**src/rtl/fetch_unit_if.sv**
```systemverilog
// fetch_unit_if: handshake bundle between the fetch stage, instruction memory,
// the redirect source and the decode stage.
//   imem_req_*   : request channel to instruction memory (valid/ready)
//   imem_resp_*  : in-order response channel, never back-pressured
//   redirect_*   : one-cycle redirect pulse and its target PC
//   instr_*      : FIFO head toward decode (valid/ready), with its PC
//   fetch_fault  : sticky misaligned-redirect flag
// master = the fetch unit, slave = its environment.
interface fetch_unit_if;
  logic        imem_req_valid;
  logic        imem_req_ready;
  logic [31:0] imem_req_addr;
  logic        imem_resp_valid;
  logic [31:0] imem_resp_data;
  logic        redirect_valid;
  logic [31:0] redirect_pc;
  logic        instr_valid;
  logic        instr_ready;
  logic [31:0] instruction;
  logic [31:0] instr_pc;
  logic        fetch_fault;

  modport master (
    output imem_req_valid, imem_req_addr, instr_valid, instruction, instr_pc, fetch_fault,
    input  imem_req_ready, imem_resp_valid, imem_resp_data, redirect_valid, redirect_pc,
           instr_ready
  );

  modport slave (
    input  imem_req_valid, imem_req_addr, instr_valid, instruction, instr_pc, fetch_fault,
    output imem_req_ready, imem_resp_valid, imem_resp_data, redirect_valid, redirect_pc,
           instr_ready
  );
endinterface

```
**src/rtl/fetch_unit.sv**
```systemverilog
// fetch_unit: instruction fetch stage. Holds the PC, issues word requests to
// instruction memory, buffers returned words in an in-order FIFO and presents
// the head word plus its PC to decode. A redirect flushes the FIFO, reloads
// the PC and discards every response still in flight at that point.
//
// Ports:
//   clock  : rising-edge clock
//   reset  : asynchronous, active-high
//   bus    : fetch_unit_if.master (memory request/response, redirect,
//            decode handshake, fetch_fault)
//
// Parameters:
//   RESET_PC  : PC loaded on reset
//   BUF_DEPTH : FIFO entries and maximum requests in flight (power of two, >= 2)
//
// Optional feature macro: FETCH_ALIGN_CHECK_EN
//   defined   : misaligned redirect target sets sticky fetch_fault and stops issue
//   undefined : fetch_fault tied low, redirect_pc[1:0] forced to zero
module fetch_unit #(
  parameter logic [31:0] RESET_PC  = 32'h0000_0000,
  parameter int          BUF_DEPTH = 2
) (
  input logic          clock,
  input logic          reset,
  fetch_unit_if.master bus
);

  localparam int PW = $clog2(BUF_DEPTH);
  localparam int CW = $clog2(BUF_DEPTH + 1);
  localparam logic [CW:0] DEPTH_W = BUF_DEPTH[CW:0];

  logic [31:0]   r_pc;
  logic [CW-1:0] r_inflight;
  logic [CW-1:0] r_drop_cnt;
  logic [CW-1:0] r_count;
  logic [PW-1:0] r_wptr;
  logic [PW-1:0] r_rptr;
  logic [PW-1:0] r_tag_wptr;
  logic [PW-1:0] r_tag_rptr;

  logic [31:0] r_tag_mem   [BUF_DEPTH];
  logic [31:0] r_fifo_data [BUF_DEPTH];
  logic [31:0] r_fifo_pc   [BUF_DEPTH];

  logic [CW:0]   w_occupancy;
  logic          w_req_valid;
  logic          w_fire;
  logic          w_resp;
  logic          w_push;
  logic          w_pop;
  logic          w_instr_valid;
  logic [CW-1:0] w_inflight_next;
  logic [31:0]   w_redirect_pc;
  logic          w_fault;

  // Every in-flight request owns a FIFO slot, so a response can always be written.
  assign w_occupancy     = {1'b0, r_inflight} + {1'b0, r_count};
  assign w_req_valid     = !reset && (w_occupancy < DEPTH_W) && !w_fault;
  assign w_fire          = w_req_valid && bus.imem_req_ready;
  assign w_resp          = bus.imem_resp_valid;
  // A response in the redirect cycle belongs to the old stream and is dropped.
  assign w_push          = w_resp && (r_drop_cnt == '0) && !bus.redirect_valid;
  assign w_instr_valid   = (r_count != '0);
  assign w_pop           = w_instr_valid && bus.instr_ready;
  assign w_inflight_next = r_inflight + CW'(w_fire) - CW'(w_resp);

`ifdef FETCH_ALIGN_CHECK_EN
  logic r_fault;

  always_ff @(posedge clock or posedge reset) begin
    if (reset) begin
      r_fault <= 1'b0;
    end else if (bus.redirect_valid && (bus.redirect_pc[1:0] != 2'b00)) begin
      r_fault <= 1'b1;
    end
  end

  assign w_fault       = r_fault;
  assign w_redirect_pc = bus.redirect_pc;
`else
  logic w_unused_pc_lsb;

  assign w_fault         = 1'b0;
  assign w_redirect_pc   = {bus.redirect_pc[31:2], 2'b00};
  assign w_unused_pc_lsb = ^bus.redirect_pc[1:0];
`endif

  always_ff @(posedge clock or posedge reset) begin
    if (reset) begin
      r_pc       <= RESET_PC;
      r_inflight <= '0;
      r_drop_cnt <= '0;
      r_count    <= '0;
      r_wptr     <= '0;
      r_rptr     <= '0;
      r_tag_wptr <= '0;
      r_tag_rptr <= '0;
    end else begin
      // A request firing in the redirect cycle used the old PC; it is part of
      // w_inflight_next and therefore counted as stale.
      if (bus.redirect_valid) begin
        r_pc <= w_redirect_pc;
      end else if (w_fire) begin
        r_pc <= r_pc + 32'd4;
      end

      r_inflight <= w_inflight_next;

      if (bus.redirect_valid) begin
        r_drop_cnt <= w_inflight_next;
      end else if (w_resp && (r_drop_cnt != '0)) begin
        r_drop_cnt <= r_drop_cnt - CW'(1);
      end

      // The tag queue is never flushed: dropped responses still pop their tag.
      if (w_fire) begin
        r_tag_wptr <= r_tag_wptr + PW'(1);
      end
      if (w_resp) begin
        r_tag_rptr <= r_tag_rptr + PW'(1);
      end

      if (bus.redirect_valid) begin
        r_count <= '0;
        r_wptr  <= '0;
        r_rptr  <= '0;
      end else begin
        if (w_push) begin
          r_wptr <= r_wptr + PW'(1);
        end
        if (w_pop) begin
          r_rptr <= r_rptr + PW'(1);
        end
        r_count <= r_count + CW'(w_push) - CW'(w_pop);
      end
    end
  end

  always_ff @(posedge clock) begin
    if (w_fire) begin
      r_tag_mem[r_tag_wptr] <= r_pc;
    end
    if (w_push) begin
      r_fifo_data[r_wptr] <= bus.imem_resp_data;
      r_fifo_pc[r_wptr]   <= r_tag_mem[r_tag_rptr];
    end
  end

  assign bus.imem_req_valid = w_req_valid;
  assign bus.imem_req_addr  = r_pc;
  assign bus.instr_valid    = w_instr_valid;
  // Storage is not reset, so the head is masked while the FIFO is empty.
  assign bus.instruction    = w_instr_valid ? r_fifo_data[r_rptr] : 32'h0;
  assign bus.instr_pc       = w_instr_valid ? r_fifo_pc[r_rptr] : 32'h0;
  assign bus.fetch_fault    = w_fault;

endmodule

```
**src/flat_wrapper.sv**
```systemverilog
// flat-port wrapper written by rule: the top's interface ports become plain ports
module fetch_unit_flat 
#(
  parameter logic [31:0] RESET_PC  = 32'h0000_0000,
  parameter int          BUF_DEPTH = 2
)
  (clock, reset, bus_imem_req_valid, bus_imem_req_addr, bus_instr_valid, bus_instruction, bus_instr_pc, bus_fetch_fault, bus_imem_req_ready, bus_imem_resp_valid, bus_imem_resp_data, bus_redirect_valid, bus_redirect_pc, bus_instr_ready);
  fetch_unit_if bus_i ();
  input logic clock;
  input logic reset;
  output wire logic [$bits(bus_i.imem_req_valid)-1:0] bus_imem_req_valid;
  output wire logic [$bits(bus_i.imem_req_addr)-1:0] bus_imem_req_addr;
  output wire logic [$bits(bus_i.instr_valid)-1:0] bus_instr_valid;
  output wire logic [$bits(bus_i.instruction)-1:0] bus_instruction;
  output wire logic [$bits(bus_i.instr_pc)-1:0] bus_instr_pc;
  output wire logic [$bits(bus_i.fetch_fault)-1:0] bus_fetch_fault;
  input wire logic [$bits(bus_i.imem_req_ready)-1:0] bus_imem_req_ready;
  input wire logic [$bits(bus_i.imem_resp_valid)-1:0] bus_imem_resp_valid;
  input wire logic [$bits(bus_i.imem_resp_data)-1:0] bus_imem_resp_data;
  input wire logic [$bits(bus_i.redirect_valid)-1:0] bus_redirect_valid;
  input wire logic [$bits(bus_i.redirect_pc)-1:0] bus_redirect_pc;
  input wire logic [$bits(bus_i.instr_ready)-1:0] bus_instr_ready;
  assign bus_imem_req_valid = bus_i.imem_req_valid;
  assign bus_imem_req_addr = bus_i.imem_req_addr;
  assign bus_instr_valid = bus_i.instr_valid;
  assign bus_instruction = bus_i.instruction;
  assign bus_instr_pc = bus_i.instr_pc;
  assign bus_fetch_fault = bus_i.fetch_fault;
  assign bus_i.imem_req_ready = bus_imem_req_ready;
  assign bus_i.imem_resp_valid = bus_imem_resp_valid;
  assign bus_i.imem_resp_data = bus_imem_resp_data;
  assign bus_i.redirect_valid = bus_redirect_valid;
  assign bus_i.redirect_pc = bus_redirect_pc;
  assign bus_i.instr_ready = bus_instr_ready;
  fetch_unit #(.RESET_PC(RESET_PC), .BUF_DEPTH(BUF_DEPTH)) u_core (.clock(clock), .reset(reset), .bus(bus_i));
endmodule
```
**config.mk**
```make
export PLATFORM = sky130hd
export DESIGN_NAME = fetch_unit_flat
export DESIGN_NICKNAME = d
export VERILOG_FILES = /design/src/rtl/fetch_unit_if.sv /design/src/rtl/fetch_unit.sv /design/src/flat_wrapper.sv
export SDC_FILE = /design/constraint.sdc
export NUM_CORES = 1
export LEC_CHECK = 0
export BUFFER_PORTS_ARGS = -buffer_cell sky130_fd_sc_hd__buf_2
export CORE_ASPECT_RATIO = 1.5
export CORE_MARGIN = 5
export CORE_UTILIZATION = 25
export DETAILED_ROUTE_END_ITERATION = 10
export GPL_TIMING_DRIVEN = 0
export PLACE_DENSITY = 0.53
export SLEW_MARGIN = 20
export SYNTH_ARGS = -nofsm -noshare
export SYNTH_HDL_FRONTEND = slang
export SYNTH_SLANG_ARGS = --single-unit
export TNS_END_PERCENT = 10
```
**constraint.sdc**
```tcl
create_clock -name clock -period 7.4 [get_ports clock]
set_input_delay 1.48 -clock clock [delete_from_list [all_inputs] [get_ports clock]]
set_output_delay 1.48 -clock clock [all_outputs]
set_load 0.02 [all_outputs]
```
==> flow_summary.yaml <==
clock_tree:
  clockRootBuffer: "clkbuf_16"
  cts.sinks: 224
  clk_latency_ps: 510
  holdBufCountCts: 0
  cts_inserted_buffers: 23
  cts-resized-gates: 0
  clockBufferDepth: 3
  htree_levels: 1
  clk_pin_slew_ps: 70
  cts_tree: "yes"
  post-cts-setup-buffers: 0
floorplanning:
  core_um2: 36600
  initial_core_util: 0.251
  io_pins: 169
  rows: 86
  fp.dieW_um: 167
  die_h_um: 245
  design.die.area_um2: 40800
final_layout:
  final_cell_area_um2: 11500
  drive_gt1_frac: 0.319
  final_nets: 895
  final_cell_count_no_fill: 1320
  final_common_cell: "edfxtp_1"
  mostFrequentLayoutCells: "184 x edfxtp_1, 164 x buf_2, 85 x nor2_1"
  area_delta_synth_final_pct: 25.3
hold_path:
  min_path_cells: 1
  worstHoldEndpoint: "u_core.r_tag_wptr"
  hold_start: "u_core.r_tag_wptr"
  min_path_type: "reg2reg"
setup_path:
  r2r_setup_slack_ps: 4770
  end_kind: "primary output"
  worstRegToRegCells: 9
  critical_path_class: "reg2out"
  r2r_start: "u_core.r_count[0]"
  worstPathRequired_ps: 5920
  cp.arrival_ps: 2520
  start_kind: "flop"
  cp_max_fo: 10
  worstSetupStartpoint: "u_core.r_rptr"
  rr_endpoint: "u_core.r_tag_mem[1][27]"
yosys:
  netlist.area_leader.share: 0.601
  synth_async_sr_flop_share: 0.179
  syn_area_um2: 9190
  ys_seq_elements: 224
  yosysTopAreaCell: "edfxtp_1"
  seq_area_frac_synth: 0.710
  synth.avg_cell_area_um2: 14.9
  synth_area_leaders: "edfxtp_1 60%, dfrtp_1 11%, mux2i_1 6.9%"
  synth.distinct_cells: 43
  yosysWarnings: 0
  synth_edf_count: 184
  syn_inst: 615
  synth_flop_cell: "edfxtp_1"
drt:
  drc: 0
  viasPerCell: 4.26
  vias: 5620
  drt_first_iter_violations: 237
  post_drt_wl_per_cell_um: 17.1
  wl_mm: 22.5
  drt_pass1_iterations: 4
  ant_nets: 0
sta:
  max-slew-margin-rel: 0.485
  fmax_mhz: 250
  final.setup.worst_slack_ps: 3400
  period_share: 0.541
  hold_viol_final: 0
  setup_tns_ps: 0
  setup_viol: 0
  slew_violations: 0
  worst_slew_pin_slew_ps: 772
  fin_worst_skew_ps: 12.8
  period_needed_ps: 4000
  rsz0062_at_grt: "no"
flow_run:
  maxCapViolCount: 0
global_routing:
  grt_pass1_vias: 5837
  grt_max_degree: 39
  antenna_found_initial: 1
  grt_overflow: 0
  grt_pass1_wl_mm: 34.2
  track_usage: 0.107
power_and_ir_drop:
  power_density_nw_per_um2: 354
  peakVddDrop_uv: 142
  p_leak_nw: 4.25
run_status:
  status: "completed"
place:
  port-buffer-count: 160
  dp_hpwl_mm: 16.8
  dp_cells: 1277
  gp_congestion: 0.772
  place_ws_ps: 3470
  dpl-instance-area_um2: 10800
flip-flops by register name, summed over array words and instances, names as in the netlist:
signal,flops
u_core.bus.imem_req_addr,30
u_core.r_count,2
u_core.r_drop_cnt,2
u_core.r_fifo_data,64
u_core.r_fifo_pc,60
u_core.r_inflight,2
u_core.r_rptr,1
u_core.r_tag_mem,60
u_core.r_tag_rptr,1
u_core.r_tag_wptr,1
u_core.r_wptr,1
worst max-delay path by stage:
stage / slack (ps) / depth (start not counted) / to
5_1_grt: 3130 / 5 / bus_instr_pc[10]
4_1_cts: 3230 / 5 / bus_instr_pc[10]
2_1_floorplan: 510 / 4 / u_core.r_fifo_data[0][0]
3_5_place_dp: 3470 / 8 / u_core.r_fifo_pc[0][24]
6_report: 3400 / 5 / bus_instr_pc[8]
3_3_place_gp: -2800 / 4 / u_core.r_fifo_data[0][23]
metal layers:
layer,GRT usage,vias up,part of all wire
met5,0,-,0
met3,0.0182,40,0.041
met4,0.0470,0,0.038
met2,0.202,118,0.54
li1,-,2690,-
met1,0.118,2772,0.38
cells by family after synthesis:
group / count (synthesis) / share of synthesized area
other: 1 / 0.000408
adder cells (fa/ha/maj): 7 / 0.0103
AO/OA/AOI/OAI: 50 / 0.0339
multiplexers: 94 / 0.107
flip-flops: 224 / 0.710
AND/OR/NAND/NOR: 176 / 0.0991
XOR/XNOR: 16 / 0.0152
buffers and inverters: 47 / 0.0244
area by class of cell:
| type | instances | area (µm²) |
|---|---|---|
| Clock inverter | 13 | 81.3 |
| Tap cell | 484 | 606 |
| Antenna cell | 1 | 2.50 |
| Sequential cell | 224 | 6530 |
| Buffer | 32 | 163 |
| Clock buffer | 29 | 608 |
| Timing Repair Buffer | 174 | 990 |
| Inverter | 15 | 61.3 |
| Fill cell | 3696 | 25100 |
| Multi-Input combinational cell | 348 | 2470 |
per-stage QoR:
step,power (mW),hold WS [ps],utilization
5_1_grt,4.32,572,0.315
4_1_cts,4.16,544,0.315
6_report,4.08,547,0.315
3_5_place_dp,3.08,532,0.296
2_1_floorplan,2.56,460,-
3_3_place_gp,3.03,473,0.290
critical path, stage by stage, from the launching register on:
cell,delay [ps]
dfrtp_1,320
clkbuf_1,430
buf_1,630
mux2i_1,380
nor2_1,70
buf_2,170
power breakdown:
part | internal [mW] | switching, mW
registers | 1.58 | 0.0782
logic | 0.486 | 0.869
clock network | 0.588 | 0.479
cell usage after synthesis, types with 2 or more instances:
| cell | number |
|---|---|
| and4_4 | 2 |
| inv_1 | 14 |
| nand4_2 | 3 |
| xor2_1 | 7 |
| ha_1 | 6 |
| o31ai_1 | 12 |
| clkbuf_1 | 16 |
| and3_1 | 2 |
| nand2_1 | 22 |
| nor2_1 | 87 |
| and2_1 | 5 |
| nand4_4 | 2 |
| or3_1 | 6 |
| or4_1 | 16 |
| nand4_1 | 5 |
| xnor2_1 | 9 |
| o21ai_0 | 15 |
| buf_2 | 4 |
| buf_1 | 5 |
| nor2b_1 | 2 |
| dfrtp_1 | 40 |
| nand3_1 | 13 |
| buf_4 | 5 |
| mux2_2 | 31 |
| o211ai_1 | 4 |
| mux2i_1 | 63 |
| nand2_2 | 2 |
| a31oi_1 | 17 |
| edfxtp_1 | 184 |
| and4_1 | 3 |
Power figures use the tool's default switching activity.
